$ cat config.mk
export PLATFORM = sky130hd
export DESIGN_NAME = mac_accumulator
export DESIGN_NICKNAME = d
export VERILOG_FILES = /design/src/rtl/mac_pkg.sv /design/src/rtl/fp16_lzc.sv /design/src/rtl/mac_accumulator.sv
export SDC_FILE = /design/constraint.sdc
export NUM_CORES = 1
export LEC_CHECK = 0
export CAP_MARGIN = 20
export CORE_MARGIN = 2
export CORE_UTILIZATION = 40
export DETAILED_ROUTE_END_ITERATION = 10
export PLACE_DENSITY = 0.58
export SETUP_SLACK_MARGIN = 0.15
export SYNTH_ARGS = -nofsm -noshare
export SYNTH_HDL_FRONTEND = slang
export SYNTH_SLANG_ARGS = --single-unit
$ cat constraint.sdc
create_clock -name clk -period 9.9 [get_ports clk]
set_input_delay 1.98 -clock clk [delete_from_list [all_inputs] [get_ports clk]]
set_output_delay 1.98 -clock clk [all_outputs]
set_load 0.02 [all_outputs]
$ cat src/rtl/mac_pkg.sv
// rtl/mac_pkg.sv - FP16 field widths, constants and FSM state shared by the MAC datapath
package mac_pkg;

  localparam int EXP_W      = 5;
  localparam int MANT_W     = 10;
  localparam int FP_W       = 16;
  localparam int EXP_BIAS   = 15;
  localparam int EXP_MAX    = 2 * EXP_BIAS;
  localparam int GUARD_BITS = 3;
  localparam int ALIGN_W    = MANT_W + 1 + GUARD_BITS;
  localparam int SUM_W      = ALIGN_W + 1;

  localparam logic [FP_W-1:0] FP16_MAX  = 16'h7BFF;
  localparam logic [FP_W-1:0] FP16_ZERO = 16'h0000;

  typedef enum logic [2:0] {
    IDLE,
    ALIGN,
    ADD,
    NORM,
    DONE
  } mac_state_t;

  // Subnormals flush to +0; Inf/NaN clamp to signed max finite.
  function automatic logic [FP_W-1:0] fp16_sanitize(input logic [FP_W-1:0] x);
    logic [FP_W-1:0] r;
    r = x;
    if (x[FP_W-2 -: EXP_W] == '0) begin
      r = FP16_ZERO;
    end else if (x[FP_W-2 -: EXP_W] == '1) begin
      r = {x[FP_W-1], FP16_MAX[FP_W-2:0]};
    end
    return r;
  endfunction

endpackage

$ cat src/rtl/fp16_lzc.sv
// rtl/fp16_lzc.sv - combinational 15-bit leading-zero counter for normalisation
module fp16_lzc (
  input  logic [14:0] value,
  output logic [3:0]  count
);

  always_comb begin
    count = 4'd15;
    for (int i = 0; i < 15; i++) begin
      if (value[i]) begin
        count = 4'(14 - i);
      end
    end
  end

endmodule

$ cat src/rtl/mac_accumulator.sv
// rtl/mac_accumulator.sv - FP16 dot-product accumulator, one term per four cycles
module mac_accumulator
  import mac_pkg::*;
(
  input  logic        clk,
  input  logic        rst_n,
  input  logic        in_valid,
  input  logic [15:0] in_data,
  input  logic        in_last,
  output logic        in_ready,
  output logic        out_valid,
  output logic [15:0] out_data,
  output logic [7:0]  out_count,
  input  logic        out_ready
);

  localparam logic signed [6:0] EXP_HI = 7'(EXP_MAX);

  mac_state_t state, state_next;
  logic       started;
  logic       accept;

  logic [FP_W-1:0]    acc, opnd;
  logic               last_q;
  logic [7:0]         term_count;
  logic [ALIGN_W-1:0] ma_q, mb_q;
  logic               sa_q, sb_q;
  logic [EXP_W-1:0]   e_al_q;
  logic [SUM_W-1:0]   sum_q;
  logic               s_sum_q;
  logic [EXP_W-1:0]   e_sum_q;

  assign accept = in_valid && in_ready;

  // started keeps in_ready low until the first edge after reset release
  always_ff @(posedge clk or negedge rst_n) begin
    if (!rst_n) begin
      state   <= IDLE;
      started <= 1'b0;
    end else begin
      state   <= state_next;
      started <= 1'b1;
    end
  end

  always_comb begin
    state_next = state;
    case (state)
      IDLE:    if (accept) state_next = ALIGN;
      ALIGN:   state_next = ADD;
      ADD:     state_next = NORM;
      NORM:    state_next = last_q ? DONE : IDLE;
      DONE:    if (out_ready) state_next = IDLE;
      default: state_next = IDLE;
    endcase
  end

  always_comb begin
    in_ready  = started && (state == IDLE);
    out_valid = (state == DONE);
    out_data  = acc;
    out_count = term_count;
  end

  logic [EXP_W-1:0]   ea, eb, ediff, e_al_d;
  logic [ALIGN_W-1:0] ma_full, mb_full, ma_d, mb_d;
  logic               a_big;

  always_comb begin
    ea      = acc[FP_W-2 -: EXP_W];
    eb      = opnd[FP_W-2 -: EXP_W];
    ma_full = (ea == '0) ? '0 : {1'b1, acc[MANT_W-1:0], {GUARD_BITS{1'b0}}};
    mb_full = (eb == '0) ? '0 : {1'b1, opnd[MANT_W-1:0], {GUARD_BITS{1'b0}}};
    a_big   = (ea >= eb);
    ediff   = a_big ? (ea - eb) : (eb - ea);
    ma_d    = ma_full;
    mb_d    = mb_full;
    e_al_d  = a_big ? ea : eb;
    if (a_big) begin
      mb_d = (ediff >= 5'(ALIGN_W)) ? '0 : (mb_full >> ediff);
    end else begin
      ma_d = (ediff >= 5'(ALIGN_W)) ? '0 : (ma_full >> ediff);
    end
  end

  logic [SUM_W-1:0] sum_d;
  logic             s_sum_d;

  always_comb begin
    sum_d   = '0;
    s_sum_d = 1'b0;
    if (sa_q == sb_q) begin
      sum_d   = {1'b0, ma_q} + {1'b0, mb_q};
      s_sum_d = sa_q;
    end else if (ma_q > mb_q) begin
      sum_d   = {1'b0, ma_q} - {1'b0, mb_q};
      s_sum_d = sa_q;
    end else if (mb_q > ma_q) begin
      sum_d   = {1'b0, mb_q} - {1'b0, ma_q};
      s_sum_d = sb_q;
    end
  end

  logic [3:0]        lz, lz_m1;
  logic [SUM_W-1:0]  norm;
  logic signed [6:0] e_res;
  logic [FP_W-1:0]   res;
  logic              norm_unused;

  fp16_lzc u_lzc (
    .value (sum_q),
    .count (lz)
  );

  // The hidden bit belongs at bit ALIGN_W-1, one below the carry position
  always_comb begin
    lz_m1 = lz - 4'd1;
    norm  = sum_q;
    e_res = $signed({2'b00, e_sum_q});
    res   = FP16_ZERO;
    if (sum_q != '0) begin
      if (sum_q[SUM_W-1]) begin
        norm  = sum_q >> 1;
        e_res = $signed({2'b00, e_sum_q}) + 7'sd1;
      end else begin
        norm  = sum_q << lz_m1;
        e_res = $signed({2'b00, e_sum_q}) - $signed({3'b000, lz_m1});
      end
      if (e_res > EXP_HI) begin
        res = {s_sum_q, FP16_MAX[FP_W-2:0]};
      end else if (e_res < 7'sd1) begin
        res = FP16_ZERO;
      end else begin
        res = {s_sum_q, e_res[EXP_W-1:0], norm[ALIGN_W-2 -: MANT_W]};
      end
    end
  end

  assign norm_unused = ^{norm[SUM_W-1:ALIGN_W-1], norm[GUARD_BITS-1:0], e_res[6:5]};

  always_ff @(posedge clk or negedge rst_n) begin
    if (!rst_n) begin
      acc        <= FP16_ZERO;
      opnd       <= FP16_ZERO;
      last_q     <= 1'b0;
      term_count <= 8'd0;
      ma_q       <= '0;
      mb_q       <= '0;
      sa_q       <= 1'b0;
      sb_q       <= 1'b0;
      e_al_q     <= '0;
      sum_q      <= '0;
      s_sum_q    <= 1'b0;
      e_sum_q    <= '0;
    end else begin
      if (accept) begin
        opnd   <= fp16_sanitize(in_data);
        last_q <= in_last;
      end
      if (state == ALIGN) begin
        ma_q   <= ma_d;
        mb_q   <= mb_d;
        sa_q   <= acc[FP_W-1];
        sb_q   <= opnd[FP_W-1];
        e_al_q <= e_al_d;
      end
      if (state == ADD) begin
        sum_q   <= sum_d;
        s_sum_q <= s_sum_d;
        e_sum_q <= e_al_q;
      end
      if (state == NORM) begin
        acc        <= res;
        term_count <= (term_count == 8'hFF) ? term_count : term_count + 8'd1;
      end
      if ((state == DONE) && out_ready) begin
        acc        <= FP16_ZERO;
        term_count <= 8'd0;
      end
    end
  end

endmodule

==> metrics.md <==
| Metric | Value |
|---|---|
| Outcome | complete, no violations |
| Yosys reg bits | 101 |
| Critical path arrival | 5180 ps |
| Crit. End Element | flop |
| Highest Clock Rate | 204 MHz |
| Ys Warns | 0 |
| Initial drt markers | 665 |
| Clk_skew | 9.61 ps |
| Synth Cell Area | 8820 um^2 |
| Flop2flop setup slack | 5010 ps |
| # setup viols final | 0 |
| Detail Route Antenna Nets | 0 |
| Die area | 23300 um^2 |
| Gates resized, CTS repair | 0 |
| DR pass1 iterations | 7 |
| Vias in the first global route | 7655 |
| N_diodes | 0 |
| Top cell type's share of synthesized area | 0.286 |
| Die W | 153 um |
| First-pass GRT wire length | 42700 um |
| Worst-path clk slew | 70 ps |
| Global Route Usage Sum | 0.227 |
| CTS max path bufs | 2 |
| Avg Cell Area, Syn | 8.35 um^2 |
| Fill cells | 2205 |
| Number of flops mapped to enable cells by yosys | 0 |
| Largest net degree at the start of global routing | 56 |
| TNS Setup | 0 ps |
| # nets final | 1144 |
| Final Util | 0.450 |
| Synth cell types | 84 |
| Total area of sequential cells | 2530 um^2 |
| Startpoint Class | flop |
| Layout area overhead | 10.9% |
| Critical path class | reg -> reg |
| PortBufs | 46 |
| Post-Route WL | 26500 um |
| CTS H-tree depth | 3 |
| Worst-Margin Slew | 1050 ps |
| Req. time, crit path | 10190 ps |
| CTS sink cnt | 101 |
| Via count | 8144 |
| Drt via density | 6.05 |
| Register area share after synthesis | 0.286 |
| Io pins | 47 |
| Area of the multi-input gates | 5750 um^2 |
| FP Rows | 54 |
| Initial core utilization | 0.406 |
| Insertion delay to the later sink of the worst-skew pair | 350 ps |
| Final hold viol count | 0 |
| CTS tree | yes |
| Final Max Tran Viols | 0 |
| Core area | 21800 um^2 |
| Initial antenna violation count | 0 |
| Detailed-route DRC error count | 0 |
| Synth Net Count | 1140 |
| Async S/R FF share, synth | 1.00 |
| Largest area contributor in the netlist | dfrtp_1 |
| Final HPWL DP | 20200 um |
| Most frequent cells in the layout | nand2_1, dfrtp_1, o21ai_0 |
| Post-CTS setup buffer count | 0 |
| Clock buffer count from CTS | 9 |
| Final Cycle Share | 0.494 |
| CTS root buffer | clkbuf_16 |
| Unrepaired setup endpoints after global routing | false |
| Worst min path class | reg -> reg |
| Hold buffer count at cts | 0 |
| Fin crit period | 4890 ps |
| GRT overflow | 0 |
| Placed cells | 1330 |
| Most common cell after layout, fill and taps aside | nand2_1 |
| Crit-path max FO | 15 |
| Fraction of layout cells with a size suffix above 1 | 0.0722 |
| Post-Syn Instances | 1057 |
| Drt wl/cell | 19.7 um |
| Relative slew slack | 0.298 |
| Gpl congestion | 0.895 |
| Max-cap violation count | 0 |
| Most common flop cell mapped by yosys | dfrtp_1 |
| Die height | 153 um |
| Fin cells | 1346 |
| Largest cells by area after synthesis | dfrtp_1, ha_1, nand2_1 |
[cells in the mapped netlist, drive strengths merged, types with 5 or more instances]
cell type and count:
mux2 13, nand2b 8, xor2 11, mux2i 31, o21a 6, a221oi 8
and3 13, nor2b 13, o22ai 8, and2 10, dfrtp 101, nor4 6
xnor2 17, a22oi 18, o211ai 12, clkbuf 56, a21oi 63, mux4 13
a221o 17, a31oi 8, fa 6, a211oi 9, nand4 9, buf 9
nor3 26, inv 77, a21o 19, nand2 113, o21bai 6, o31ai 10
a22o 5, ha 56, o21ai 84, nand3 34, o221ai 17, nor2 80
[sequential cells by signal, indices dropped and copies added (netlist names)]
| name | cells |
|---|---|
| sb_q | 1 |
| opnd | 16 |
| ma_q | 14 |
| last_q | 1 |
| e_al_q | 5 |
| state | 3 |
| e_sum_q | 5 |
| sa_q | 1 |
| started | 1 |
| out_data | 16 |
| s_sum_q | 1 |
| mb_q | 14 |
| out_count | 8 |
| sum_q | 15 |
[cell type report]
class                      instances  share of cell area
clock buffer                      10              0.0244
sequential                       101               0.258
multi-input combinational        813               0.588
tap                              280              0.0358
timing repair buffer              58              0.0560
clock inverter                     6             0.00780
inverter                          78              0.0299
[worst paths after layout]
kind	end	startpoint	cells past startpoint
setup / recovery	out_data[9]	sum_q[7]	14
min in group asynchronous	out_count[3]	rst_n	1
max in group asynchronous	ma_q[9]	rst_n	2
hold / removal	e_al_q[0]	e_al_q[0]	2
setup reg to reg	out_data[9]	sum_q[7]	14
hold reg to reg	e_al_q[0]	e_al_q[0]	2
[logic make-up (layout without fill, tap and decap cells)]
group                    count (synthesis)  after routing  share of synthesized area
buffers and inverters                  143            152                     0.0627
AO/OA/AOI/OAI                          330            330                      0.259
flip-flops                             101            101                      0.286
XOR/XNOR                                29             29                     0.0313
adder cells (fa/ha/maj)                 66             66                     0.0981
AND/OR/NAND/NOR                        330            330                      0.176
multiplexers                            57             57                     0.0858
other                                    1              1                   0.000425
[through the flow]
stage	cell area (um^2)	worst slack, ps	hold WS [ps]
final	9790	5010	489
after global routing	9790	4630	523
after detailed placement	9470	5120	476
after CTS	9790	5080	494
after floorplan	8820	5760	439
after global placement	9470	5180	466
[routing by layer]
metal,vias to the layer above,GRT usage,wire (um)
met1,3946,0.324,12200
met2,295,0.360,12300
li1,3868,-,-
met5,-,0,0
met4,0,0.0657,589
met3,35,0.0307,1500
[critical path, cell delays in order, from the launching register on]
cell	delay, ps
dfrtp_1	500
nor3_1	200
o21ai_0	150
o2111ai_1	130
and3_1	680
ha_1	570
clkinv_1	420
fa_1	540
xnor3_2	360
o21ai_0	210
xnor2_1	200
and2_1	220
nand2_2	80
o31ai_4	390
a221o_1	180
Power is left out: the tool's default activity adds up to more than one toggle a clock period on the data nets, which glitch-free logic cannot reach.
==> RTL edit, RTL diff (same flow settings) <==
Put a register stage on the output `out_count`, without a reset. The value now appears one clock later. The other outputs are not delayed to match.
--- a/src/rtl/mac_accumulator.sv
+++ b/src/rtl/mac_accumulator.sv
@@ -17,2 +17,4 @@
   localparam logic signed [6:0] EXP_HI = 7'(EXP_MAX);
+
+  logic [7:0] out_count_d;
 
@@ -61,3 +63,3 @@
     out_data  = acc;
-    out_count = term_count;
+    out_count_d = term_count;
   end
@@ -182,2 +184,6 @@
 
+  always_ff @(posedge clk) begin
+    out_count <= out_count_d;
+  end
+
 endmodule
Behaviour: not the same (a bounded check fails within 10 cycles, from zero or initial values and one cycle with rst_n low).
==> RTL edit against the unedited design <==
  * Wire length is 9.2% higher
  * Worst setup slack better by 97 ps
  * Final area is 6.6% higher
  * Maximum frequency is 2.0% higher
  * Synthesized area is 6.9% higher
  * Sequential cell count is 8 higher
  * Non-clock buffer count is 1 higher
  * Core utilization is 0.29 points lower
  * Highest routed layer unchanged
Power is not shown: default switching activity piles up to over one toggle a cycle in this logic, so the estimate is an artifact.
==> RTL edit: results (changes against the unedited design) <==
| Metric | Value |
|---|---|
| Port Buf Inserts | 46 (unchanged) |
| CP max-delay cell | ha_1 (was and3_1) |
| Cell family with most CP delay | compound AO/OA/AOI/OAI gates (was simple AND/OR/NAND/NOR gates) |
| Area added between synthesis and finish | 10.5% (was 10.9%) |
| Netlist cell types | 94 (was 84) |
| Post-CTS setup buffer count | 0 (unchanged) |
| Yosys warns | 0 (unchanged) |
| Synth cell count leaders | nand2_1, dfrtp_1, nor2_1 (was nand2_1, dfrtp_1, o21ai_0) |
| FILL cells | 2340 (was 2205) |
| Largest net degree at the start of global routing | 79 (was 56) |
| Vias in the first global route | 8222 (was 7655) |
| H-tree depth | 3 (unchanged) |
| Via/cell ratio | 5.96 (was 6.05) |
| CP Max Fanout | 12 (was 15) |
| First-pass GRT wire length | 46100 µm (was 42700 µm) |
| Final hold vios | 0 (unchanged) |
| Fraction of layout cells with a size suffix above 1 | 7.65% (was 7.22%) |
| Outcome | completed (unchanged) |
| Final #Nets | 1241 (was 1144) |
| Global route total overflow | 0 (unchanged) |
| Root Driver | clkbuf_16 (unchanged) |
| Share of synthesized registers carrying an async set or reset | 92.7% (was 100%) |
| Area contributors post-synth | dfrtp_1, ha_1, nand2_1, o21ai_0, mux2i_1 (was dfrtp_1, ha_1, nand2_1, o21ai_0, a21oi_1) |
| Clk buf depth | 2 (unchanged) |
| DP Wirelength | 21600 µm (was 20200 µm) |
| Clk Latency, worst-skew pair | 370 ps (was 350 ps) |
| CP peak stage delay | about 690 ps |
| Met2 Usage GRT | 37.5% (was 36.0%) |
| Sequential fraction of the synthesis area | 28.5% (was 28.6%) |
| GR Util All Layers | 23.7% (was 22.7%) |
| Clock skew | 16.8 ps (was 9.61 ps) |
| Final Routed Wirelength | 29000 µm (was 26500 µm) |
| Crit path DAT | 5100 ps (was 5180 ps) |
| Initial antenna violation count | 0 (unchanged) |
| Placer Congestion | 0.867 (was 0.895) |
| Iteration-0 DRC Markers | 653 (was 665) |
| # diodes | 0 (unchanged) |
| Top_reg_cell synth | dfrtp_1 (unchanged) |
| TritonCTS buffer count | 9 (unchanged) |
| M3 GR Usage | 2.82% (was 3.07%) |
| TritonRoute pass-1 iters | 5 (was 7) |
| Reg clk slew, reported paths | 90 ps (was 70 ps) |
| Met1 usage | 34.1% (was 32.4%) |
| Worst slack, placed | 5210 ps (was 5120 ps) |
| Hold WC Path Type | reg -> reg (unchanged) |
| CTS resizes | 0 (unchanged) |
| Worst rel slew slack | 26.8% (was 29.8%) |
-- RTL edit: changes by cell type after synthesis, moves of 6 or more --
cell      unedited run  this run
a221o_1             17         4
a22oi_1             18        24
o41ai_1              1         7
mux4_2              11         2
nor2_1              80        90
nand2b_1             8        14
nor2b_1             13         6
dfxtp_1              0         8
buf_2                1         9
nand2_1            112       129
o221ai_1            17        11
a21oi_1             62        71
a31oi_1              8        17
-- RTL edit: final cells by class --
cell class,instances,area share (%)
timing repair buffer,59,5.52
sequential,109,25.8
multi-input combinational,898,58.8
tap,319,3.83
clock buffer,9,2.16
clock inverter,7,0.972
inverter,81,2.92
-- RTL edit: final timing paths --
| path | startpoint | endpoint | slack (ps) | cells past startpoint |
|---|---|---|---|---|
| min in group asynchronous | rst_n | sum_q[8] | 1520 | 1 |
| setup / recovery | sum_q[10] | out_data[9] | 5100 | 13 |
| hold / removal | out_count_d[5] | out_count[5] | 430 | 0 |
| hold reg to reg | out_count_d[5] | out_count[5] | 430 | 0 |
| max in group asynchronous | rst_n | mb_q[9] | 7460 | 3 |
| setup reg to reg | sum_q[10] | out_data[9] | 5100 | 13 |
-- RTL edit: metrics by stage --
step | hold slack [ps] | util (%) | instance area (µm²) | std cells
after floorplan | 378 | - | 9440 | 1159
after global placement | 407 | 43.2 | 10100 | 1465
after detailed placement | 408 | 43.2 | 10100 | 1465
after CTS | 430 | 44.6 | 10400 | 1481
after global routing | 440 | 44.7 | 10400 | 1482
final | 426 | 44.7 | 10400 | 1482
-- RTL edit: layer usage --
layer / up-vias / share of wire (%)
li1: 4232 / -
met1: 4242 / 46
met3: 46 / 5.5
met2: 313 / 46
met5: - / 0
met4: 0 / 2.4
-- RTL edit: cell families (layout without fill, tap and decap cells) --
kind of cell,Yosys count,count (layout),synth area share [%]
compound gates,384,384,27.9
simple gates,364,364,18.1
buf+inv,152,156,6.52
flops,109,109,28.5
fa+ha+maj,64,64,8.95
mux,54,54,6.23
xor+xnor,31,31,3.74
other cells,1,1,0.0397
-- RTL edit: worst register-to-register path, cell delays in order (launching register included) --
cell	delay, ps
dfrtp_1	500
or3b_2	480
a311oi_1	380
a41oi_2	220
ha_1	700
inv_2	210
fa_1	480
xnor3_1	350
o21a_1	190
xnor2_1	160
o211a_1	160
a31oi_2	550
o2111ai_1	250
nand3_2	110
